[config.mk]
export PLATFORM = sky130hd
export DESIGN_NAME = if_fd_stage
export DESIGN_NICKNAME = d
export VERILOG_FILES = /design/src/rtl/if_fd_stage.sv
export SDC_FILE = /design/constraint.sdc
export NUM_CORES = 1
export LEC_CHECK = 0
export CORE_MARGIN = 1.5
export CORE_UTILIZATION = 45
export CTS_CLUSTER_SIZE = 25
export DETAILED_ROUTE_END_ITERATION = 8
export PLACE_DENSITY = 0.82
export SLEW_MARGIN = 20
export SYNTH_ARGS = -nofsm -noshare
export SYNTH_HDL_FRONTEND = slang
export SYNTH_SLANG_ARGS = --single-unit
[constraint.sdc]
create_clock -name clk -period 2.36 [get_ports clk]
set_input_delay 0.472 -clock clk [delete_from_list [all_inputs] [get_ports clk]]
set_output_delay 0.472 -clock clk [all_outputs]
set_load 0.01 [all_outputs]
[src/rtl/if_fd_stage.sv]
// Instruction fetch stage: owns the PC, drives a 1-cycle-latency instruction memory and the IF/ID register.
// Optional FETCH_PERF_CNT_EN adds stall_cnt / flush_cnt event counters.
module if_fd_stage #(
  parameter int unsigned      XLEN     = 32,
  parameter logic [XLEN-1:0]  RESET_PC = 32'h0000_0000,
  parameter logic [31:0]      NOP_INST = 32'h0000_0013
) (
  input  logic            clk,
  input  logic            rstn,
  input  logic            PC_EN_IF,
  input  logic            reg_FD_EN,
  input  logic            reg_FD_stall,
  input  logic            reg_FD_flush,
  input  logic            Branch_ID,
  input  logic [XLEN-1:0] PC_branch_ID,
  output logic [XLEN-1:0] imem_addr,
  input  logic [31:0]     imem_rdata,
  output logic [XLEN-1:0] PC_IF,
  output logic [XLEN-1:0] PC_ID,
  output logic [31:0]     inst_ID,
  output logic            valid_ID
`ifdef FETCH_PERF_CNT_EN
  ,
  output logic [31:0]     stall_cnt,
  output logic [31:0]     flush_cnt
`endif
);

  logic            hold_en;
  logic [XLEN-1:0] pc_if_q, pc_if_d;
  logic [XLEN-1:0] pc_id_q, pc_id_d;
  logic            valid_id_q, valid_id_d;
  logic            hold_q, hold_d;
  logic [31:0]     inst_buf_q, inst_buf_d;

  assign hold_en = reg_FD_stall | ~reg_FD_EN;

  always_comb begin
    pc_if_d = pc_if_q;
    if (PC_EN_IF) begin
      pc_if_d = Branch_ID ? PC_branch_ID : pc_if_q + XLEN'(4);
    end
  end

  // Hold wins over flush: the branch is resolved again once the stall clears.
  always_comb begin
    pc_id_d    = pc_id_q;
    valid_id_d = valid_id_q;
    if (!hold_en) begin
      pc_id_d    = pc_if_q;
      valid_id_d = ~reg_FD_flush;
    end
  end

  // The memory re-reads the held PC during a stall, so capture the ID word on the first hold edge only.
  always_comb begin
    hold_d     = hold_q;
    inst_buf_d = inst_buf_q;
    if (hold_en) begin
      if (!hold_q) begin
        inst_buf_d = imem_rdata;
        hold_d     = 1'b1;
      end
    end else begin
      hold_d = 1'b0;
    end
  end

  always_ff @(posedge clk or negedge rstn) begin
    if (!rstn) begin
      pc_if_q    <= RESET_PC;
      pc_id_q    <= RESET_PC;
      valid_id_q <= 1'b0;
      hold_q     <= 1'b0;
      inst_buf_q <= NOP_INST;
    end else begin
      pc_if_q    <= pc_if_d;
      pc_id_q    <= pc_id_d;
      valid_id_q <= valid_id_d;
      hold_q     <= hold_d;
      inst_buf_q <= inst_buf_d;
    end
  end

  assign imem_addr = pc_if_q;
  assign PC_IF     = pc_if_q;
  assign PC_ID     = pc_id_q;
  assign valid_ID  = valid_id_q;

  always_comb begin
    inst_ID = imem_rdata;
    if (!valid_id_q) begin
      inst_ID = NOP_INST;
    end else if (hold_q) begin
      inst_ID = inst_buf_q;
    end
  end

`ifdef FETCH_PERF_CNT_EN
  logic [31:0] stall_cnt_q, stall_cnt_d;
  logic [31:0] flush_cnt_q, flush_cnt_d;

  always_comb begin
    stall_cnt_d = stall_cnt_q;
    flush_cnt_d = flush_cnt_q;
    if (hold_en) begin
      stall_cnt_d = stall_cnt_q + 32'd1;
    end else if (reg_FD_flush) begin
      flush_cnt_d = flush_cnt_q + 32'd1;
    end
  end

  always_ff @(posedge clk or negedge rstn) begin
    if (!rstn) begin
      stall_cnt_q <= 32'd0;
      flush_cnt_q <= 32'd0;
    end else begin
      stall_cnt_q <= stall_cnt_d;
      flush_cnt_q <= flush_cnt_d;
    end
  end

  assign stall_cnt = stall_cnt_q;
  assign flush_cnt = flush_cnt_q;
`endif

endmodule

; ---- After elaboration in Yosys (flattened, before gate mapping)
; Cells that the tools add are included.
[totals]
register_bits = 98
input_bits = 71
out_inout_bits = 129
wordCells = 13
[classes]
addsub = 1
n_mux = 4
n_bitwise = 3
[op_table]
columns = operator, count
row1 = 32-bit 2-to-1 mux, 3
row2 = 32-bit by 3-bit adder with 32-bit output (second input constant), 1
row3 = 1-bit inverter, 2
row4 = 1-bit 2-to-1 mux, 1
row5 = 1-bit OR, 1

; ---- Longest topological paths before layout
[depth]
ltp_word = 3
mapped_depth = 6
mapped_depth_nobuf = 6

; ---- Least setup slack after synthesis
; Ideal clock, no wire load.
[synth_timing]
kind = register -> register
startpoint = reg pc_if_q[2] (netlist: PC_IF[2])
endpoint = reg pc_if_q[20] (netlist: PC_IF[20])
setup_time_ns = 0.069
arrival_time_ns = 1.945
path_slack_ns = 0.346
stages_incl_launch_ff = 6
n_path_buf = 0
synth_period_minus_slack_ns = 2.014
cell_sequence = dfrtp_1 > ha_1 > nand4_1 > or4_4 > or4_1 > nand3_1
[synth_between]
elab_chain_len = 2
[synth_rtl]
columns = item, line_no
row1 = start: declaration, 30  ; logic [XLEN-1:0] pc_if_q, pc_if_d;
row2 = start signal: assignment, 77  ; pc_if_q <= pc_if_d;
row3 = 32-bit by 3-bit adder with 32-bit output, 41  ; pc_if_d = Branch_ID ? PC_branch_ID : pc_if_q + XLEN'(4);
row4 = 32-bit 2-to-1 mux, 41
; No other way between the ends.
; A chain may end at the register's enable or synchronous reset.

; ---- Worst setup path in the final report
[layout_timing]
startpoint = reg hold_q
endpoint = out inst_ID[6]
[layout_between]
elab_chain_len = 2
[layout_rtl]
columns = item, line_no
row1 = start: declaration, 33  ; logic hold_q, hold_d;
row2 = start signal: assignment, 80  ; hold_q <= hold_d;
row3 = 32-bit 2-to-1 mux, n/a
row4 = 32-bit 2-to-1 mux, 92  ; if (!valid_id_q) begin
row5 = end: declaration, 20  ; output logic [31:0] inst_ID,
; No other way between the ends.

==> qor.yml <==
tightest_slew_ns: 0.418
crit_path_max_fanout: 20
synth_area_per_cell_um2: 10.6
area_growth_pct: 44.3
num_vias: 4398
rsz0062_at_grt: "no"
synth.top_cell.area_share_pct: 45.5
stdcell_area_um2: 7550
cap_viol_max_count: 0
crit_arrival_ns: 1.76
leakage_nw: 3.16
ys_ff_latch: 98
tritoncts: "built"
cp.required_ns: 1.89
yosysMostFrequentCell: "dfrtp_1"
postSynthCellCount: 492
crit_type: "flop to primary output"
power_w: 0.00545
ys_warn_count: 0
cp-startpoint: "hold_q"
drtAntennaViolNets: 0
synth.area.top_cells: "dfrtp_1 (45%), mux2_2 (14%), mux2i_1 (6.9%)"
max-clock-path-buffers: 2
setup_viol: 0
gp_routability_congestion: 0.857
numClockSinks: 98
worst_ir_drop_vdd_mv: 0.473
fin_crit_sh_pct: 94.5
crit_chain: "buf_12 > mux2i_1 > nor2b_1 > clkdlybuf4s50_1"
max_freq_mhz: 449
io-pin-count: 200
drt-total-wl_um: 13700
ys_seq_area_share_pct: 47.0
multi_input_area_um2: 2390
vias_per_cell: 5.42
skew_ns: 0.00637
synthesis.nets: 564
core_um2: 11400
initial_core_util_pct: 46.0
hold_class: "flop to flop"
cellPowerDensity_nw_per_um2: 722
synth_commonest_cells: "dfrtp_1 (95), mux2_2 (63), mux2i_1 (36)"
htree_levels: 3
timing.slew.headroom_pct: 72.2
critPathSlowestCell: "clkdlybuf4s50_1"
maxSlewViolCount: 0
dpl_cell_area_um2: 7240
grt_overflow_total: 0
period_needed_ns: 2.23
layout.nets: 735
cts_root_buffer: "clkbuf_16"
critPathLaunchType: "flop"
antenna_found_initial: 0
slowest_delay_ns: 0.56
finalHoldViolations: 0
syn_area_um2: 5230
synthArstFlopShare_pct: 100
synth_edf_count: 0
track_usage_pct: 22.4
critical-path-top-delay-family: "buffers and inverters"
core.rowCount: 39
cts_resized: 0
cp-end-kind: "primary output"
wl_per_cell_um: 16.9
drc_errors: 0
n_antenna_cell: 0
path_buf_inv: 2
path_clk_slew_ns: 0.06
hpwl_um: 9990
dieArea_um2: 12300
grt_pass1_wl_um: 22400
synth_top_area_cell: "dfrtp_1"
setup_tns_ns: 0
grt_max_degree: 44
drive_above_1_share_pct: 17.5
clk_latency_ns: 0.33
grt_pass1_vias: 4401
ff_latch_area_um2: 2460
r2r-start: "PC_IF[3]"
die_w_um: 111
synthDistinctLibCells: 49
worstHoldStart: "PC_ID[23]"
synthFlopType: "dfrtp_1"
port_buffers: 199
status: "finished clean"
drt-initial-drc-count: 282
fillers: 868
cts_buffers: 9
fin_hold_ws_ns: 0.490
dr.pass1.iters: 5
die_y_um: 111
## power by group
part           switching, W  internal (W)  total [W]  leakage (nW)
combinational      0.000706       0.00108    0.00178          1.88
clock              0.000603      0.000800    0.00140         0.143
sequential         0.000270       0.00199    0.00226          1.14
## cell usage in the layout (no fill, tap or decap), types with 2 or more instances in the layout
cell type and n:
or4_1 2, a211oi_1 2, nand4_1 7, and2_1 2, buf_4 22, clkdlybuf4s50_1 197, a31oi_1 3, nand3b_1 4
and3_1 6, or3_1 7, mux2_2 63, o21ai_0 22, dfstp_2 3, dfrtp_1 94, a21oi_1 24, or4_4 2
nor2b_1 34, mux2i_1 36, a311oi_1 4, o22ai_1 6, nor2_1 11, nand4b_1 2, clkbuf_8 3, buf_12 3
o31ai_1 3, nor3_1 5, inv_1 4, clkbuf_1 2, a22o_1 5, nand3_1 20, nand2_1 34, o41ai_1 3
clkbuf_16 9, clkinv_2 2
## tightest hold or removal path: cells and delay by family, from the launching register on
family | cells | cell delay [ns]
AO/OA/AOI/OAI | 1 | 0.06
flip-flops | 1 | 0.34
AND/OR/NAND/NOR | 1 | 0.05
## sequential cells by signal, indices dropped and copies added (netlist names)
name / flops
PC_ID: 32
PC_IF: 32
hold_q: 1
inst_buf_q: 32
valid_ID: 1
## through the flow
| step | utilization [%] | setup slack, ns | instances |
|---|---|---|---|
| after floorplan | - | 0.346 | 492 |
| after detailed placement | 63.7 | 0.170 | 793 |
| after CTS | 66.4 | 0.0926 | 811 |
| final | 66.4 | 0.131 | 811 |
| after global placement | 63.7 | 0.191 | 793 |
| after global routing | 66.4 | 0.0349 | 811 |
## layout make-up
class	count	share of cell area [%]
Sequential cell	98	32.6
Multi-Input combinational cell	325	31.7
Timing Repair Buffer	224	29.3
Clock buffer	14	3.63
Tap cell	143	2.37
Inverter	5	0.249
Clock inverter	2	0.133
## per-layer routing
layer  up-vias  track usage, %  share of wire (%)
li1       2072               -                  -
met1      2109            29.4                 43
met2       201            36.7                 48
met3        16            6.40                8.0
met4         0            5.64                1.2
met5         -               0                  0
## logic make-up after synthesis
group                      synth area share [%]
buffers and inverters                      7.34
DFF                                        47.0
adders and majority gates                 0.239
and+or+nand+nor                            15.3
AOI/OAI and AO/OA                          9.67
muxes                                      20.5
## repair_timing
item	in CTS	in global routing
setup buffers	1	0
hold buffers	1	0
endpoints found under the setup margin	2	0
endpoints found under the hold margin	7	0
## final timing paths
| kind | endpoint | slack (ns) | depth (start not counted) |
|---|---|---|---|
| min in group asynchronous | PC_IF[29] | 0.52 | 2 |
| min | PC_ID[23] | 0.49 | 2 |
| max in group asynchronous | inst_buf_q[1] | 1.17 | 3 |
| min reg2reg | PC_ID[23] | 0.49 | 2 |
| max reg2reg | PC_IF[24] | 0.28 | 6 |
| max | inst_ID[6] | 0.13 | 4 |
(Power assumes the default switching activity.)
